<file path="src/rtl/cache_ram_arbiter.sv">
// Arbiter sharing one RAM port between the icache and the dcache.
// Dcache wins ties; a run counter hands the port to a waiting icache after MAX_DRUN dcache words.
module cache_ram_arbiter #(
    parameter int unsigned WORD_W   = 32,
    parameter int unsigned MAX_DRUN = 4
) (
    input  logic              CLK,
    input  logic              nRST,
    input  logic              iREN,
    input  logic [WORD_W-1:0] iaddr,
    output logic              iwait,
    output logic [WORD_W-1:0] iload,
    input  logic              dREN,
    input  logic              dWEN,
    input  logic [WORD_W-1:0] daddr,
    input  logic [WORD_W-1:0] dstore,
    output logic              dwait,
    output logic [WORD_W-1:0] dload,
    output logic              ramREN,
    output logic              ramWEN,
    output logic [WORD_W-1:0] ramaddr,
    output logic [WORD_W-1:0] ramstore,
    input  logic [WORD_W-1:0] ramload,
    input  logic [1:0]        ramstate,
    output logic              ram_err
);

    localparam logic [1:0] RamAccess = 2'd2;
    localparam logic [1:0] RamError  = 2'd3;
    localparam logic [3:0] DrunMax   = 4'(MAX_DRUN);

    typedef enum logic [1:0] {StIdle, StIgnt, StDgnt} state_e;

    state_e     state_q, state_d;
    logic [3:0] drun_q, drun_d;
    logic       ram_err_q, ram_err_d;

    always_ff @(posedge CLK or negedge nRST) begin
        if (!nRST) begin
            state_q   <= StIdle;
            drun_q    <= 4'd0;
            ram_err_q <= 1'b0;
        end else begin
            state_q   <= state_d;
            drun_q    <= drun_d;
            ram_err_q <= ram_err_d;
        end
    end

    assign ram_err = ram_err_q;

    always_comb begin
        state_d   = state_q;
        drun_d    = drun_q;
        ram_err_d = ram_err_q;
        iwait     = 1'b1;
        dwait     = 1'b1;
        iload     = '0;
        dload     = '0;
        ramREN    = 1'b0;
        ramWEN    = 1'b0;
        ramaddr   = '0;
        ramstore  = '0;

        case (state_q)
            StIdle: begin
                if ((dREN || dWEN) && !(iREN && drun_q == DrunMax)) begin
                    state_d = StDgnt;
                end else if (iREN) begin
                    state_d = StIgnt;
                end
            end

            StIgnt: begin
                ramaddr = iaddr;
                ramREN  = 1'b1;
                if (ramstate == RamError) begin
                    ram_err_d = 1'b1;
                end
                if (ramstate == RamAccess) begin
                    iwait   = 1'b0;
                    iload   = ramload;
                    state_d = StIdle;
                    drun_d  = 4'd0;
                end else if (!iREN) begin
                    state_d = StIdle;
                end
            end

            StDgnt: begin
                ramaddr  = daddr;
                ramstore = dstore;
                // A simultaneous read and write request is served as the write.
                if (dWEN) begin
                    ramWEN = 1'b1;
                end else begin
                    ramREN = 1'b1;
                end
                if (ramstate == RamError) begin
                    ram_err_d = 1'b1;
                end
                if (ramstate == RamAccess) begin
                    dwait   = 1'b0;
                    dload   = ramload;
                    state_d = StIdle;
                    if (!iREN) begin
                        drun_d = 4'd0;
                    end else if (drun_q < DrunMax) begin
                        drun_d = drun_q + 4'd1;
                    end
                end else if (!dREN && !dWEN) begin
                    state_d = StIdle;
                end
            end

            default: state_d = StIdle;
        endcase
    end

endmodule

</file>
<file path="config.mk">
export PLATFORM = sky130hd
export DESIGN_NAME = cache_ram_arbiter
export DESIGN_NICKNAME = d
export VERILOG_FILES = /design/src/rtl/cache_ram_arbiter.sv
export SDC_FILE = /design/constraint.sdc
export NUM_CORES = 1
export LEC_CHECK = 0
export BUFFER_PORTS_ARGS = -buffer_cell sky130_fd_sc_hd__clkbuf_2
export CORE_AREA = 10 10 97 99
export DETAILED_ROUTE_END_ITERATION = 12
export DIE_AREA = 0 0 107 109
export HOLD_SLACK_MARGIN = 0.03
export MAX_ROUTING_LAYER = met4
export PLACE_DENSITY = 0.66
export SLEW_MARGIN = 10
export SYNTH_ARGS = -nofsm -noshare
export SYNTH_HDL_FRONTEND = slang
export SYNTH_SLANG_ARGS = --single-unit
</file>
<file path="constraint.sdc">
create_clock -name CLK -period 5.05 [get_ports CLK]
set_clock_uncertainty 0.15 [all_clocks]
set_input_delay 0.505 -clock CLK [delete_from_list [all_inputs] [get_ports CLK]]
set_output_delay 0.505 -clock CLK [all_outputs]
set_load 0.005 [all_outputs]
</file>
Word-level counts from Yosys, hierarchy flattened
Cells that the tools add are included.
W data, S select, Z words.

cells by class
  $add $sub $neg = 1
  order comparisons = 1
  equality and inequality tests = 11
  multiplexer cells = 24
  reduce and logical (&&, ||, !) cells = 13

operators by type and width
  operator               number
  $mux W32               4
  $pmux W32 S2           1
  $mux W4                4
  $mux W2                6
  $ne A3 B3 Y1 const B   4
  $pmux W4 S2            1
  $eq A2 B2 Y1 const B   3
  $mux W1                6
  $pmux W2 S3            1
  $add A4 B1 Y4 const B  1
  $eq A4 B3 Y1 const B   1
  $lt A4 B3 Y1 const B   1
  $ne A2 B2 Y1 const B   2
  $reduce_and A4 Y1      1
  $logic_and A1 B1 Y1    3
  $logic_not A1 Y1       3
  $reduce_and A3 Y1      1
  $eq A2 B1 Y1 const B   1
  $logic_not A2 Y1       1
  $pmux W1 S2            1
  $reduce_and A2 Y1      1
  $reduce_bool A2 Y1     1
  $reduce_or A2 Y1       1
  $logic_or A1 B1 Y1     1

word-level totals
  flip-flop bits (word level) = 7
  input bits = 135
  word-level logic and storage cells = 53

Depth between registers and ports, before layout
  depth in word-level cells = 6
  mapped depth = 7

Worst setup path before layout
OpenSTA, ideal clock, no wires.

  kind = flip-flop to output port
  start point = reg state_q[0]
  end point = out ramREN
  arrival = 1.241 ns
  path slack = 3.154 ns
  cell stages (with the launch flop) = 7
  path buffers = 2
  cells stage by stage = dfrtp_1 -> inv_1 -> ha_1 -> buf_2 -> buf_2 -> nor2b_1 -> o21a_1

between the ends
  longest elaborated chain between the ends = 2
  elaborated cells on any way between the ends = 3

ends and longest elaborated chain
  element                                              line  RTL
  start, declared                                      34    state_e state_q, state_d;
  start signal, assigned                               40    state_q <= StIdle;
  start signal, assigned                               44    state_q <= state_d;
  $eq A2 B2 Y1 / $eq A2 B1 Y1 (equally long branches)  65    case (state_q)
  $pmux W1 S2 *                                        65
  end, declared                                        19    output logic ramREN,

Every way passes the cells marked *; elsewhere a longest branch is shown, timed or not.

Worst setup path in the final report
  start point = reg state_q[0]
  end point = out ramaddr[1]

between the ends
  longest elaborated chain between the ends = 2
  elaborated cells on any way between the ends = 3

ends and longest elaborated chain
  element                                              line  RTL
  $eq A2 B2 Y1 / $eq A2 B1 Y1 (equally long branches)  65
  $pmux W32 S2 *                                       65
  end, declared                                        21    output logic [WORD_W-1:0] ramaddr,

Marks and branches as above.

==> run summary <==
For the global-route wire length before repair, the log shows 14860 µm. Max-cap violations in this run came to 0. The die footprint was 0.01166 mm²; the mean post-synth cell area was 7.078 µm². The final standard cell area without fillers is 0.003064 mm². For this run, the detailed router's first-pass iteration total came to 4.

The layout has 806 filler cells. Worst slack after detailed placement: 2.291 ns. The critical path endpoint category was an output pin. The slew of the pin with the lowest slew margin was 1.099 ns; the average wire per cell in the routed design was 17.45 µm.

The cell internal power dissipation is 519.3 µW, and the global-route usage over all layers is 15.87%. The number of antenna diodes in the final layout is 0. The clock passes through at most 2 buffers. After detailed routing, the number of vias per cell comes to 4.610.

The sequential share of power is 8.1%, and the synthesized cell area is 0.001670 mm². For the share of total power in combinational logic, the log shows 84.1%. Data on the critical path arrives at its endpoint at 2.28 ns. Counting the buffers created by CTS gives 3.

The register bit count reported by yosys is 7. The classification of the worst setup path is reg2out. The switching power share of the total was 48.94%; the placed wire-length estimate was 8511 µm.

The later pin in the worst-skew pair is clocked with a latency of 0.23 ns. Maximum fanout along the worst path: 65. Summed over all cells, the static leakage comes to 1.976 nW. TritonCTS built the clock tree.

The total number of vias was 2683; the routability congestion estimate from global placement was 0.8442. During I/O placement, the number of pins put on the boundary was 268. The count of pins over their slew limit is 0.

Fraction of synthesized cell area in xor and xnor cells: 0%. The remaining global-route overflow came out at 0. Setup violations remaining at the end of the flow were counted as 0. After detailed routing, the total wire length is 10150 µm. The multiplexer fraction of the synthesized cell area works out to 1.873%. The synthesized netlist cell count came out at 236. The layout overhead on the synthesized area is 83.45%. In this run the worst hold path is classified as reg2reg.

After floorplanning, the core was divided into 32 placement rows. STA classifies the critical path startpoint as a flop. For this block, the initial DRC count from the detailed router was 133. The synthesized netlist devotes 5.243% of its cell area to adder and majority cells. Measured along the x axis, the die boundary spans 107 µm. Final critical-path setup slack: 2.111 ns. In this run the tool buffered the top-level ports with 267 buffer cells. Entering global routing, the biggest net connects 70 pins. The cell at the root of the clock tree was sky130_fd_sc_hd__clkbuf_8. The largest family of logic cells by synthesized area was simple AND/OR/NAND/NOR gates. Number of levels the H-tree was split into: 1. Across the VDD grid, the largest voltage drop is 0.1987 mV.

After detailed routing, the number of remaining DRC violations is 0. In the finished design, the share of the clock period the worst path needs comes to 58.20%. Cells with a size suffix above 1 make up 57.92% of the layout.

For the number of antenna violations at the first check in global routing, the log shows 0. Summing the areas of all and, or, nand and nor instances in the mapped netlist gives 54.38% of the synthesized area. After routing, the total negative slack on setup checks comes to 0 ns. In this run the power spent charging and discharging nets is 497.8 µW. Setup repair after global routing left no endpoint under its margin.

The clock power share was 7.9%; the post-cts gate resize count was 0. The CTS clock-pin slew for the worst setup and hold paths works out to 0.04 ns. Leaving out fill and tap cells, the most frequent cells in the layout are 267 x sky130_fd_sc_hd__clkbuf_2, 64 x sky130_fd_sc_hd__and3_1, 33 x sky130_fd_sc_hd__nor2b_1, 33 x sky130_fd_sc_hd__and2_1, 32 x sky130_fd_sc_hd__a22oi_1. The run gives 378 as the net count after synthesis.

Headroom to the max-slew limit came out at 26.76%. Summing all placed instances gives a cell area of 0.003007 mm². The required time reported for the critical path endpoint was 4.39 ns; the total power divided by cell area was 332.0 mW/mm². The final critical delay including setup and external delays was 2.939 ns. The final-stage net count is 623. After synthesis, flip-flops and latches occupy 10.49% of the total area.

The most common cell after layout, fill and taps aside is sky130_fd_sc_hd__clkbuf_2. The initial utilization of the core area, before any placement, comes to 22.19%. The final-layout worst hold slack is 0.3356 ns. For the number of warnings reported in the yosys synthesis log, the log shows 0. The tree built by TritonCTS fans out to 7 sinks. In this run the vertical extent of the chip is 109 µm. The number of global-route vias before repair was 2662.

The run finished with clean final reports. In this run the standard cell core region covers 0.007527 mm². Synthesis instantiated 29 different standard cells from the library. Share of the core filled with cells in the final layout: 40.71%. Summing the areas of all compound-gate instances in the mapped netlist gives 19.10% of the synthesized area. The logs give 340.3 MHz for the fmax and 0 for the final count of hold timing violations. Number of nets with antenna violations after detailed routing: 0.
-- cell families after synthesis --
kind of cell	Yosys count
AO/OA/AOI/OAI	43
adder cells (fa/ha/maj)	7
flip-flops	7
buffers and inverters	33
AND/OR/NAND/NOR	143
multiplexers	3
-- sequential cells by signal, indices dropped and copies added (netlist names) --
register,cells
drun_q,4
state_q,2
ram_err,1
-- per-layer routing --
layer,GRT usage (%),vias up,wire [µm]
li1,-,1323,-
met1,18.04,1206,3937
met2,27.83,144,5176
met3,4.602,10,954
met4,1.838,0,84
met5,-,-,0
-- layout make-up --
| class | count | area, µm² | share of cell area [%] |
|---|---|---|---|
| Clock buffer | 4 | 45.04 | 1.470 |
| Multi-Input combinational cell | 196 | 1351 | 44.10 |
| Tap cell | 102 | 127.6 | 4.165 |
| Timing Repair Buffer | 268 | 1346 | 43.94 |
| Inverter | 5 | 18.77 | 0.6125 |
| Sequential cell | 7 | 175.2 | 5.717 |
-- synth_stat cells --
cell type / n / area share (%)
sky130_fd_sc_hd__o211ai_1: 1 / 0.45
sky130_fd_sc_hd__nand4b_1: 1 / 0.52
sky130_fd_sc_hd__ha_1: 7 / 5.2
sky130_fd_sc_hd__dfrtp_1: 7 / 10
sky130_fd_sc_hd__nor2b_4: 1 / 0.82
sky130_fd_sc_hd__a31o_2: 1 / 0.52
sky130_fd_sc_hd__nor4b_1: 1 / 0.52
sky130_fd_sc_hd__buf_2: 7 / 2.1
sky130_fd_sc_hd__nor2b_1: 33 / 12
sky130_fd_sc_hd__nor2_1: 3 / 0.67
sky130_fd_sc_hd__and3_1: 64 / 24
sky130_fd_sc_hd__a22o_1: 1 / 0.52
sky130_fd_sc_hd__buf_4: 1 / 0.45
sky130_fd_sc_hd__mux2_2: 1 / 0.67
sky130_fd_sc_hd__o21a_1: 1 / 0.45
sky130_fd_sc_hd__nor3_2: 1 / 0.60
sky130_fd_sc_hd__a22oi_1: 32 / 14
sky130_fd_sc_hd__a31oi_1: 1 / 0.37
sky130_fd_sc_hd__o21ai_0: 3 / 0.90
sky130_fd_sc_hd__clkbuf_2: 4 / 1.2
sky130_fd_sc_hd__and2_1: 33 / 12
sky130_fd_sc_hd__nor4b_4: 1 / 1.4
sky130_fd_sc_hd__a21oi_1: 2 / 0.60
sky130_fd_sc_hd__clkbuf_1: 15 / 3.4
sky130_fd_sc_hd__inv_1: 5 / 1.1
sky130_fd_sc_hd__buf_6: 1 / 0.67
sky130_fd_sc_hd__o21a_4: 1 / 0.90
sky130_fd_sc_hd__mux2i_1: 2 / 1.2
sky130_fd_sc_hd__nand2_1: 5 / 1.1
-- worst paths after layout --
path	slack [ns]	cells past startpoint	endpoint	from
worst max-delay path	2.11	5	ramaddr[1]	state_q[0]$_DFFE_PN0P_
worst min-delay path	0.34	1	ram_err$_DFFE_PN0P_	ram_err$_DFFE_PN0P_
worst max register to register	2.49	5	drun_q[0]$_DFFE_PN0P_	state_q[0]$_DFFE_PN0P_
worst min register to register	0.34	1	ram_err$_DFFE_PN0P_	ram_err$_DFFE_PN0P_
max in group asynchronous	4.08	2	drun_q[3]$_DFFE_PN0P_	nRST
min in group asynchronous	0.50	2	drun_q[2]$_DFFE_PN0P_	nRST
-- stage by stage --
step	std cells	power [mW]
floorplan	236	0.5971
global placement	577	0.9328
detailed placement	577	0.9469
CTS	582	1.034
global route	582	1.128
finish	582	1.017
-- critical path, stage by stage, from the launching register on --
cell and delay (ns):
sky130_fd_sc_hd__dfrtp_1 0.40, sky130_fd_sc_hd__inv_1 0.14, sky130_fd_sc_hd__ha_2 0.94, sky130_fd_sc_hd__a22oi_1 0.22, sky130_fd_sc_hd__nor2b_1 0.21, sky130_fd_sc_hd__clkbuf_2 0.15
-- repair_timing --
item | in CTS | in global routing
setup buffers | 0 | 0
hold buffers | 1 | 0
hold endpoints to repair | 7 | 0
-- power groups by stage --
stage / registers (mW) / logic (mW) / clock network, mW
finish: 0.0820 / 0.855 / 0.0800
global route: 0.0838 / 0.956 / 0.0884
CTS: 0.0818 / 0.870 / 0.0831
detailed placement: 0.0823 / 0.865 / 0
global placement: 0.0812 / 0.852 / 0
floorplan: 0.0800 / 0.517 / 0
(Power assumes the default switching activity.)
